$ cat src/rtl/div_seq_ctrl.sv
// Multi-cycle RV32M divider (DIV/DIVU/REM/REMU): one shared 32-bit CLA adder sequenced through
// operand preparation, 32 restoring iterations and a sign fix-up step.

module cla_adder32 (
  input  logic [31:0] a,
  input  logic [31:0] b,
  input  logic        ci,
  output logic [31:0] s,
  output logic        co
);

  logic [31:0] g;
  logic [31:0] p;
  logic [32:0] c;
  logic        cin;
  logic        gg;
  logic        gp;

  // 4-bit lookahead groups; group carries chain between groups
  always_comb begin
    g   = a & b;
    p   = a ^ b;
    c   = '0;
    cin = 1'b0;
    gg  = 1'b0;
    gp  = 1'b0;
    c[0] = ci;
    for (int k = 0; k < 8; k++) begin
      cin = c[4*k];
      c[4*k+1] = g[4*k] | (p[4*k] & cin);
      c[4*k+2] = g[4*k+1] | (p[4*k+1] & g[4*k]) | ((&p[4*k +: 2]) & cin);
      c[4*k+3] = g[4*k+2] | (p[4*k+2] & g[4*k+1]) | ((&p[4*k+1 +: 2]) & g[4*k]) |
                 ((&p[4*k +: 3]) & cin);
      gg = g[4*k+3] | (p[4*k+3] & g[4*k+2]) | ((&p[4*k+2 +: 2]) & g[4*k+1]) |
           ((&p[4*k+1 +: 3]) & g[4*k]);
      gp = &p[4*k +: 4];
      c[4*k+4] = gg | (gp & cin);
    end
    s  = p ^ c[31:0];
    co = c[32];
  end

endmodule

module div_seq_ctrl #(
  parameter int unsigned XLEN   = 32,
  parameter int unsigned ITER_W = 5
) (
  input  logic            clk,
  input  logic            rst_n,
  input  logic            start,
  input  logic [1:0]      op,
  input  logic [XLEN-1:0] a,
  input  logic [XLEN-1:0] b,
  input  logic            flush,
  output logic            busy,
  output logic            done,
  output logic [XLEN-1:0] result
);

  typedef enum logic [2:0] {StIdle, StPrep, StIter, StFix, StDone} state_e;

  state_e            state_q, state_d;
  logic [1:0]        op_q, op_d;
  logic [XLEN-1:0]   opa_q, opa_d;
  logic [XLEN-1:0]   opb_q, opb_d;
  logic [XLEN-1:0]   dvd_q, dvd_d;
  logic [XLEN-1:0]   div_q, div_d;
  logic [XLEN-1:0]   rem_q, rem_d;
  logic [ITER_W-1:0] cnt_q, cnt_d;
  logic              negq_q, negq_d;
  logic              negr_q, negr_d;
  logic [XLEN-1:0]   result_q, result_d;

  logic [XLEN-1:0]   add_a, add_b, add_s;
  logic              add_ci, add_co;

  logic              signed_op, b_zero, ovf, qbit, fix_neg, msb;
  logic [XLEN-1:0]   abs_b, rem_sh, fix_sel;

  cla_adder32 u_adder (
    .a  (add_a),
    .b  (add_b),
    .ci (add_ci),
    .s  (add_s),
    .co (add_co)
  );

  always_comb begin
    state_d  = state_q;
    op_d     = op_q;
    opa_d    = opa_q;
    opb_d    = opb_q;
    dvd_d    = dvd_q;
    div_d    = div_q;
    rem_d    = rem_q;
    cnt_d    = cnt_q;
    negq_d   = negq_q;
    negr_d   = negr_q;
    result_d = result_q;
    // Idle adder inputs are held constant to avoid toggling
    add_a    = '0;
    add_b    = '1;
    add_ci   = 1'b0;
    qbit     = 1'b0;

    signed_op = ~op_q[0];
    b_zero    = (opb_q == '0);
    ovf       = signed_op && (opa_q == {1'b1, {(XLEN-1){1'b0}}}) && (opb_q == '1);
    // |b| uses its own incrementer so the shared adder is free for |a| in the same cycle
    abs_b     = (signed_op && opb_q[XLEN-1]) ? (~opb_q + 1'b1) : opb_q;
    rem_sh    = {rem_q[XLEN-2:0], dvd_q[XLEN-1]};
    msb       = rem_q[XLEN-1];
    fix_sel   = op_q[1] ? rem_q : dvd_q;
    fix_neg   = signed_op && (op_q[1] ? negr_q : negq_q);

    unique case (state_q)
      StIdle, StDone: begin
        if (start) begin
          state_d = StPrep;
          op_d    = op;
          opa_d   = a;
          opb_d   = b;
        end else begin
          state_d = StIdle;
        end
      end
      StPrep: begin
        if (b_zero) begin
          result_d = op_q[1] ? opa_q : '1;
          state_d  = StDone;
        end else if (ovf) begin
          result_d = op_q[1] ? '0 : {1'b1, {(XLEN-1){1'b0}}};
          state_d  = StDone;
        end else begin
          if (signed_op && opa_q[XLEN-1]) begin
            add_b  = ~opa_q;
            add_ci = 1'b1;
            dvd_d  = add_s;
          end else begin
            dvd_d = opa_q;
          end
          div_d   = abs_b;
          negq_d  = signed_op && (opa_q[XLEN-1] ^ opb_q[XLEN-1]);
          negr_d  = signed_op && opa_q[XLEN-1];
          rem_d   = '0;
          cnt_d   = ITER_W'(XLEN - 1);
          state_d = StIter;
        end
      end
      StIter: begin
        // 33-bit trial subtract: the shifted-out msb means the remainder already exceeds div
        add_a  = rem_sh;
        add_b  = ~div_q;
        add_ci = 1'b1;
        qbit   = msb | add_co;
        rem_d  = qbit ? add_s : rem_sh;
        dvd_d  = {dvd_q[XLEN-2:0], qbit};
        cnt_d  = cnt_q - 1'b1;
        if (cnt_q == '0) begin
          state_d = StFix;
        end
      end
      StFix: begin
        if (fix_neg) begin
          add_b    = ~fix_sel;
          add_ci   = 1'b1;
          result_d = add_s;
        end else begin
          result_d = fix_sel;
        end
        state_d = StDone;
      end
      default: state_d = StIdle;
    endcase

    if (flush && (state_q != StIdle)) begin
      state_d  = StIdle;
      result_d = result_q;
    end
  end

  always_ff @(posedge clk) begin
    if (!rst_n) begin
      state_q  <= StIdle;
      op_q     <= '0;
      opa_q    <= '0;
      opb_q    <= '0;
      dvd_q    <= '0;
      div_q    <= '0;
      rem_q    <= '0;
      cnt_q    <= '0;
      negq_q   <= 1'b0;
      negr_q   <= 1'b0;
      result_q <= '0;
    end else begin
      state_q  <= state_d;
      op_q     <= op_d;
      opa_q    <= opa_d;
      opb_q    <= opb_d;
      dvd_q    <= dvd_d;
      div_q    <= div_d;
      rem_q    <= rem_d;
      cnt_q    <= cnt_d;
      negq_q   <= negq_d;
      negr_q   <= negr_d;
      result_q <= result_d;
    end
  end

  assign busy   = (state_q == StPrep) || (state_q == StIter) || (state_q == StFix);
  assign done   = (state_q == StDone);
  assign result = result_q;

endmodule

$ cat config.mk
export PLATFORM = sky130hd
export DESIGN_NAME = div_seq_ctrl
export DESIGN_NICKNAME = d
export VERILOG_FILES = /design/src/rtl/div_seq_ctrl.sv
export SDC_FILE = /design/constraint.sdc
export NUM_CORES = 1
export LEC_CHECK = 0
export CAP_MARGIN = 20
export CORE_MARGIN = 3
export CORE_UTILIZATION = 40
export DETAILED_ROUTE_END_ITERATION = 10
export SYNTH_ARGS = -nofsm -noshare
export SYNTH_HDL_FRONTEND = slang
export SYNTH_SLANG_ARGS = --single-unit
$ cat constraint.sdc
create_clock -name clk -period 6.1 [get_ports clk]
set_clock_uncertainty 0.2 [all_clocks]
set_input_delay 1.22 -clock clk [delete_from_list [all_inputs] [get_ports clk]]
set_output_delay 1.22 -clock clk [all_outputs]
set_load 0.005 [all_outputs]
* Word level (Yosys, flattened, before mapping) *
Cells that the tools add are included.
Widths: inputs -> output; s select.

operators by class
  reductions and logical operators = 69
  eq/ne operators = 10
  bitwise gates (word level) = 174
  add/subtract/negate cells = 2
  muxes and demuxes = 36

operators by type and width
  kind                   count
  $mux 32                18
  $pmux 32 s2            3
  $not 32->32            4
  $pmux 32 s3            1
  $or 1x1->1             81
  $and 1x1->1            80
  $eq 32x32->1 const B   2
  $xor 32x32->32         2
  $reduce_and 3->1       19
  $reduce_and 2->1       25
  $add 32x1->32 const B  1
  $and 32x32->32         1
  $logic_not 32->1       1
  $reduce_and 4->1       8
  $pmux 3 s4             1
  $mux 5                 2
  $pmux 5 s2             1
  $mux 3                 3
  $logic_and 1x1->1      7
  $eq 3x2->1 const B     2
  $mux 1                 6
  $ne 2x2->1 const B     3
  $logic_not 5->1        1
  $not 1->1              5
  11 further kinds       14

word-level totals
  output and inout port bits = 34
  flip-flop bits (word level) = 204

* Logic depth before layout (Yosys ltp) *
  depth in word-level cells = 31
  mapped depth = 25

* Cells and area by module *
Synthesis repeated with hierarchy kept, for this count alone.

unflattened totals
  cells, all modules = 1,628
  area, all modules = 12,612.1 um2

by module, submodules not included
  module        sequential area each (um2)  times used  area each (um2)  cells each
  div_seq_ctrl  4,083.9                     1           11,239.5         1,471
  cla_adder32   0.0                         1           1,372.6          157

* Worst setup path after synthesis *
OpenSTA, ideal clock, no wires.

  path type = register to register
  from = reg op_q[1]
  to = reg result_q[24] (netlist: result[24])
  setup slack = 0.723 ns
  buffers on the path = 5
  arrival time = 5.097 ns
  required time = 5.820 ns
  cell stages (with the launch flop) = 23
  path through = dfxtp_1 > clkbuf_1 > clkbuf_1 > clkbuf_1 > clkbuf_1 > mux2i_1 > o21ai_0 > nand3_1 > ha_1 > a21oi_1 > o21ai_0 > a211oi_1 > or3_1 > or3b_1 > buf_6 > a31o_2 > a21o_1 > a21oi_1 > fa_1 > nand2_1 > o211ai_1 > o211a_1 > nor3b_1

between the ends
  cells in the longest elaborated chain, start to end = 23
  elaborated cells between the ends (all ways) = 81
  those cells by class = mux (10); bitwise (52); reduce/logical (19)

ends and longest elaborated chain
  what                                                     line      RTL
  from (decl)                                              64        logic [1:0] op_q, op_d;
  from (signal assigned)                                   198       op_q <= op_d;
  $mux 1 / $mux 32 (equally long branches)                 115, 114
  $logic_and 1x1->1 / $not 32->32 (equally long branches)  115, 166
  $mux 32                                                  165       if (fix_neg) begin
  $pmux 32 s3                                              117       unique case (state_q)
  $xor 32x32->32 / $and 32x32->32 (equally long branches)  22, 21
  $and 1x1->1 / $reduce_and 2->1 (equally long branches)   34        gg = g[4*k+3] | (p[4*k+3] & g[4*k+2]) | ((&p[4*k+2 +: 2]) & g[4*k+1]) |
  $or 1x1->1 / $and 1x1->1 (equally long branches)         34
  $or 1x1->1 (2 in a row)                                  34
  [6 not listed]                                           --
  $or 1x1->1                                               37        c[4*k+4] = gg | (gp & cin);
  $and 1x1->1                                              37
  $or 1x1->1                                               37
  $and 1x1->1                                              37
  $or 1x1->1                                               37
  $xor 32x32->32                                           39        s = p ^ c[31:0];
  $mux 32                                                  165
  $pmux 32 s2 (*)                                          117
  to (signal assigned)                                     207       result_q <= result_d;
  to (decl)                                                73        logic [XLEN-1:0] result_q, result_d;

Every way passes the cells marked *; elsewhere a longest branch is shown, timed or not.
A chain may end at the register's enable or synchronous reset.

* Final worst setup path *
  from = reg opb_q[1]
  to = reg result_q[24] (netlist: result[24])

between the ends
  cells in the longest elaborated chain, start to end = 24
  elaborated cells between the ends (all ways) = 83
  those cells by class = eq/ne (2); mux (9); bitwise (51); reduce/logical (21)

ends and longest elaborated chain
  what                                                     line    RTL
  from (decl)                                              66      logic [XLEN-1:0] opb_q, opb_d;
  from (signal assigned)                                   200     opb_q <= opb_d;
  $eq 32x32->1                                             109     ovf = signed_op && (opa_q == {1'b1, {(XLEN-1){1'b0}}}) && (opb_q == '1);
  $logic_and 1x1->1                                        109
  $mux 32                                                  132     end else if (ovf) begin
  $mux 32                                                  129     if (b_zero) begin
  $pmux 32 s3                                              117
  $xor 32x32->32 / $and 32x32->32 (equally long branches)  22, 21
  $and 1x1->1 / $reduce_and 2->1 (equally long branches)   34
  $or 1x1->1 / $and 1x1->1 (equally long branches)         34
  [8 not listed]                                           --
  $or 1x1->1                                               37
  $and 1x1->1                                              37
  $or 1x1->1                                               37
  $and 1x1->1                                              37
  $or 1x1->1                                               37
  $xor 32x32->32                                           39
  $mux 32                                                  165
  $pmux 32 s2                                              117

Several ways; a longest one is shown, not always the timed one.

==> results.md <==
* Outcome: completed
* GRT Total Usage at 26.49%
* Area share of the largest cell type after synthesis at between 30% and 40%
* Router iterations before antenna repair at 6
* Drt drc at 0
* Worst path cell trace: ha_1, or4b_1, nor4_1, nand4bb_1, nand3_1, a31oi_2, buf_4, o2111ai_1, ha_1, nand4_1, nor2_1, a211oi_1, or3_1, or3b_1, a31o_2, a21o_1, a21oi_1, fa_1, nand2_1, o211ai_1, o211a_1, nor3b_1
* Core area at around 0.032 mm^2
* Post-Layout Cell Count at 2180
* # H-tree levels at 1
* Post-Route WL at 46780 um
* CP Launch Point: opb_q[1]$_SDFFE_PN0P_
* CP Class: flop to flop
* Layout Nets at 1843
* Cell family with most CP delay: simple AND/OR/NAND/NOR gates
* Count leader, synth: nand2_1
* Synth top area cells: dfxtp_1, nand2_1, o21ai_0
* Crit-path max cell delay at 470 ps
* Leakage at 6.171 nW
* Die Y at 186.2 um
* Postcts setup bufs at 0
* Synth unique cells at 84
* Die Width at 186.2 um
* Vias in the first global route at around 12000
* Worst Max-Slew Pin Slew at 1084 ps
* WHS at ~260 ps
* Crit-path most repeated cell: ha_1
* CTS tree: yes
* Warnings from Yosys at 0
* Worst setup SP type: flop
* Post-Syn Area at 0.01299 mm^2
* Grt ovf at 0
* Post-CTS Resized at 0
* Commonest cells in the synthesized netlist: nand2_1, dfxtp_1, o21ai_0
* Initial antenna violation count at 1
* Slew Viols, Final at 0
* Yosys reg bits at 204
* Syn Area/Cell at between 7 and 8 um^2
* I/O Buffers at slightly above 100
* Pre-CTS WS at 468.7 ps
* Post-synth EDFFs at 0
* Worst setup margin at 424.6 ps
* Rel. slew slack at ~28%
* Sequential fraction of the synthesis area at 31.44%
* Clk_lat worst skew at 540 ps
* Crit-path max FO at 21
* Setup TNS at 0 ps
* Post-DRT Antenna Nets at 0
* Initial Util at 40.85%
* Final period utilization at 93.04%
* Vias per cell at 5.945
* CP max stage cell: fa_1
* Gate Count Post-Synth at 1681
* Fmax at 176.2 MHz
* Hold buffers post-CTS at 0
* WL per Instance at 21.46 um
* Die area at between 0.03 and 0.04 mm^2
* Syn_nets at 1795
* Root Driver: clkbuf_16
* Largest area contributor in the netlist: dfxtp_1
* Hold Crit Depth at 2
* # IOs at roughly 100
* Worst R2R End: result[24]$_SDFFE_PN0P_
* Min-Delay Endpoint: result[29]$_SDFFE_PN0P_
* ANT cells at 0
* Starting DRT DRC Count at 1409
* Async SR Flop Fraction at 0%
* Final Setup Violations at 0
* Clock net sink count at 204
* Max_cap viols at 0
* Pwr Density at 246.5 mW/mm^2
* Final Hold Viols at 0
* Routed vias at 12960
* Worst setup EP type: flop
* Gpl congestion at 0.9639
* Crit path arrival time at roughly 6000 ps
* Global-route wire length before repair at 71920 um
* CTS Buf Count at 25
* Worst r2r src: opb_q[1]$_SDFFE_PN0P_
* Required time worst endpoint at 6360 ps
* Largest net degree at the start of global routing at 102
* Fin crit period at 5675 ps
* Peak supply drop at 0.1547 mV
* Clk slew on worst S/H paths at around 60 ps
* RSZ-0062 raised after global routing: no
* DP Wirelength at 33250 um
* Row Count at between 60 and 70
* Post-synth top flop: dfxtp_1
* Hold Crit Start: result[29]$_SDFFE_PN0P_
* Area grow syn2layout at 17.90%
* Hold/Removal Path Class: flop to flop
* Reg-to-reg slack, setup at around 420 ps
* Deepest clock path buffer count at 3
* Worst-case reg-to-reg path depth at 22
* Placed Cells at 2136
* Share of layout cells above drive strength 1 at 8.023%
* Worst path bufs/invs at 1
logic make-up after synthesis:
group           Yosys count  synth area share [%]
simple gates            615                 22.04
compound gates          533                 28.14
flops                   204                 31.44
buf+inv                 168                 5.133
mux                      65                 5.047
xor+xnor                 52                 3.506
fa+ha+maj                44                 4.700
cell usage in the layout, fill, tap and decap left out, types with 6 or more instances in the layout:
master	n
buf_4	54
nor3_1	24
nand3_1	33
nand2_1	345
xor2_1	17
nor4_1	12
o221ai_1	13
ha_1	36
xnor2_1	35
o211ai_1	27
and3_1	43
dfxtp_1	202
o21ai_1	27
and2_1	9
nand4_1	14
nor2_1	67
or2_2	7
inv_1	29
fa_1	8
clkbuf_16	25
clkdlybuf4s50_1	102
o21ai_0	124
clkbuf_1	6
o211a_1	36
a21boi_0	79
a31oi_1	18
a21boi_1	9
a311oi_1	13
mux2i_1	61
o2111ai_1	16
nand2b_1	9
a21o_1	29
a21oi_1	91
worst min-delay path, stage by stage (launching register included):
cell and delay, ps:
dfxtp_1 310, nand2_1 50, a21boi_1 60
routing by layer:
metal / part of all wire, % / wire, um / track usage [%]
met1: 44 / 20480 / 36.64
met2: 43 / 20030 / 39.87
met3: 8.7 / 4070 / 5.465
met4: 4.7 / 2204 / 11.95
met5: 0 / 0 / 0
state kept, by name, indices dropped and copies added, names as in the netlist:
register and flops:
opb_q 32, state_q 3, negq_q 1, dvd_q 32
rem_q 32, cnt_q 5, op_q 2, div_q 32
negr_q 1, result 32, opa_q 32
cell type report:
class | instances | area, um^2
inverters | 29 | 108.9
multi-input cells | 1309 | 8284
flip-flops and latches | 204 | 4086
clock inverters | 9 | 102.6
well taps | 435 | 544.3
clock buffers | 34 | 689.4
repair buffers | 160 | 1501
fillers | 3229 | 16480
worst max path at each step:
stage	cells past startpoint	endpoint	slack (ps)
6_report	22	result[24]$_SDFFE_PN0P_	420
5_1_grt	22	result[24]$_SDFFE_PN0P_	30
4_1_cts	22	result[24]$_SDFFE_PN0P_	440
3_5_place_dp	22	result[24]$_SDFFE_PN0P_	470
3_3_place_gp	21	result[24]$_SDFFE_PN0P_	590
2_1_floorplan	22	result[24]$_SDFFE_PN0P_	720
where the power goes:
part | switching (mW) | total, mW | internal, mW | leakage (nW)
combinational | 0.478 | 0.782 | 0.303 | 4.11
sequential | 0.0935 | 1.51 | 1.42 | 1.67
clock | 0.609 | 1.48 | 0.871 | 0.393
metrics by stage:
step                      utilization, %  power [mW]  cell area [um^2]
after global routing               48.17       3.930             15320
after global placement             45.55       2.294             14480
after detailed placement           45.60       2.303             14500
after floorplan                        -       2.009             12990
final                              48.17       3.776             15320
after CTS                          48.09       3.782             15290
Note: power is estimated with default switching activity, not from simulation.
==> variant (same settings) <==
Re-encode `state_e` (5 states) as Gray code, 3 bits wide.
--- a/src/rtl/div_seq_ctrl.sv
+++ b/src/rtl/div_seq_ctrl.sv
@@ -60,3 +60,3 @@
 
-  typedef enum logic [2:0] {StIdle, StPrep, StIter, StFix, StDone} state_e;
+  typedef enum logic [2:0] {StIdle = 3'b000, StPrep = 3'b001, StIter = 3'b011, StFix = 3'b010, StDone = 3'b110} state_e;
 
Behaviour: no difference found for any inputs over 4 cycles, from zero or initial values and one cycle with rst_n low; so few cycles prove little.
==> variant against the original RTL <==
Final area down 1.8%. Sequential cell count did not move. Routed wire length grew 4.9%. Critical endpoint is now rem_q[24]$_SDFFE_PN0P_. Worst hold slack got worse by 0.010 ns. Via count up 1.6%. Synthesized area shrank 2.4%. Worst setup slack got worse by 0.059 ns.
Power is not compared: it rests on default switching activity, and its combinational part moved more than twofold at a synthesized area within 25%.
==> variant: results (changes against the original RTL) <==
| Metric | Value |
|---|---|
| Global-route wire length before repair | `74600 um (+3.8%)` |
| Average wire per standard cell | `23.1 um (+7.5%)` |
| Clk cell area share | `5.52% (+0.35 points)` |
| Placed Area | `14200 um^2 (-2.1%)` |
| Via/cell ratio | `6.18 (+4.0%)` |
| Crit path time final | `5.73 ns (+0.0589 ns)` |
| Fill cells | `3124 (-3.3%)` |
| Worst Setup EP | `rem_q[24]$_SDFFE_PN0P_` |
| Layout multi-input combinational cell count | `1295 (-1.1%)` |
| Layout Cells excl Fill | `2129 (-2.3%)` |
| Die Area | `33900 um^2 (-2.3%)` |
| Worst path slowest cell | `nor4_1` |
| First drt pass iteration count | `5 (-1)` |
| Post-synthesis sequential area ratio | `32.2% (+0.77 points)` |
| Synth top area cells | `dfxtp_1, nand2_1, a21oi_1` |
| Min-Delay Startpoint | `negq_q$_SDFFE_PN0P_` |
| Hold WS | `0.254 ns (-0.00996 ns)` |
| Hold-critical path endpoint | `negq_q$_SDFFE_PN0P_` |
| Crit-path max FO | `12 (-43%)` |
| HPWL Detailed | `34200 um (+2.9%)` |
| Initial DRC count | `1215 (-14%)` |
| Outcome | `finished, final reports clean` |
| Largest net degree at the start of global routing | `72 (-29%)` |
| Largest stage delay on the critical path | `0.67 ns (+0.20 ns)` |
| Pwr Total | `0.00584 W` |
| Share of cells above drive strength 1 | `7.56% (-0.46 points)` |
| Synth Net Count | `1783 (-0.67%)` |
| Fraction of area in registers | `27.2% (+0.48 points)` |
| Buffer share of cell area | `10.2% (+0.40 points)` |
| Initial antenna violation count | `0 (-1)` |
| Clock buffers | `38 (+12%)` |
| Reg-to-Reg Start | `opa_q[28]$_SDFFE_PN0P_` |
| Final core occ | `48.7% (+0.49 points)` |
| Syn Area/Cell | `7.60 um^2 (-1.7%)` |
variant: power breakdown:
group | leakage [nW] | switching (W) | internal (W)
clock | 0.408 | 0.000613 | 0.000901
sequential | 1.66 | 0.000225 | 0.00154
combinational | 3.30 | 0.00164 | 0.000916
total | 5.37 | 0.00248 | 0.00336
variant: routing by layer:
layer / vias to the layer above / global-route usage (%) / share of wire, %
met5: - / 0 / 0
met4: 0 / 9.86 / 3.8
met2: 615 / 43.7 / 44
met3: 109 / 5.52 / 8.6
li1: 6197 / - / -
met1: 6243 / 39.2 / 44
variant: logic make-up after synthesis:
group           after synthesis  synth area share (%)
compound gates              499                  25.5
flops                       204                  32.2
fa+ha+maj                    44                  4.81
simple gates                631                  23.2
mux                          65                  5.14
buf+inv                     170                  5.28
xor+xnor                     56                  3.87
variant: worst reg2reg max path, delay by kind of cell (launching register included):
kind	cells	cell delay, ns
simple gates	10	2.70
fa+ha+maj	2	0.77
compound gates	6	1.43
flops	1	0.39
buf+inv	1	0.18
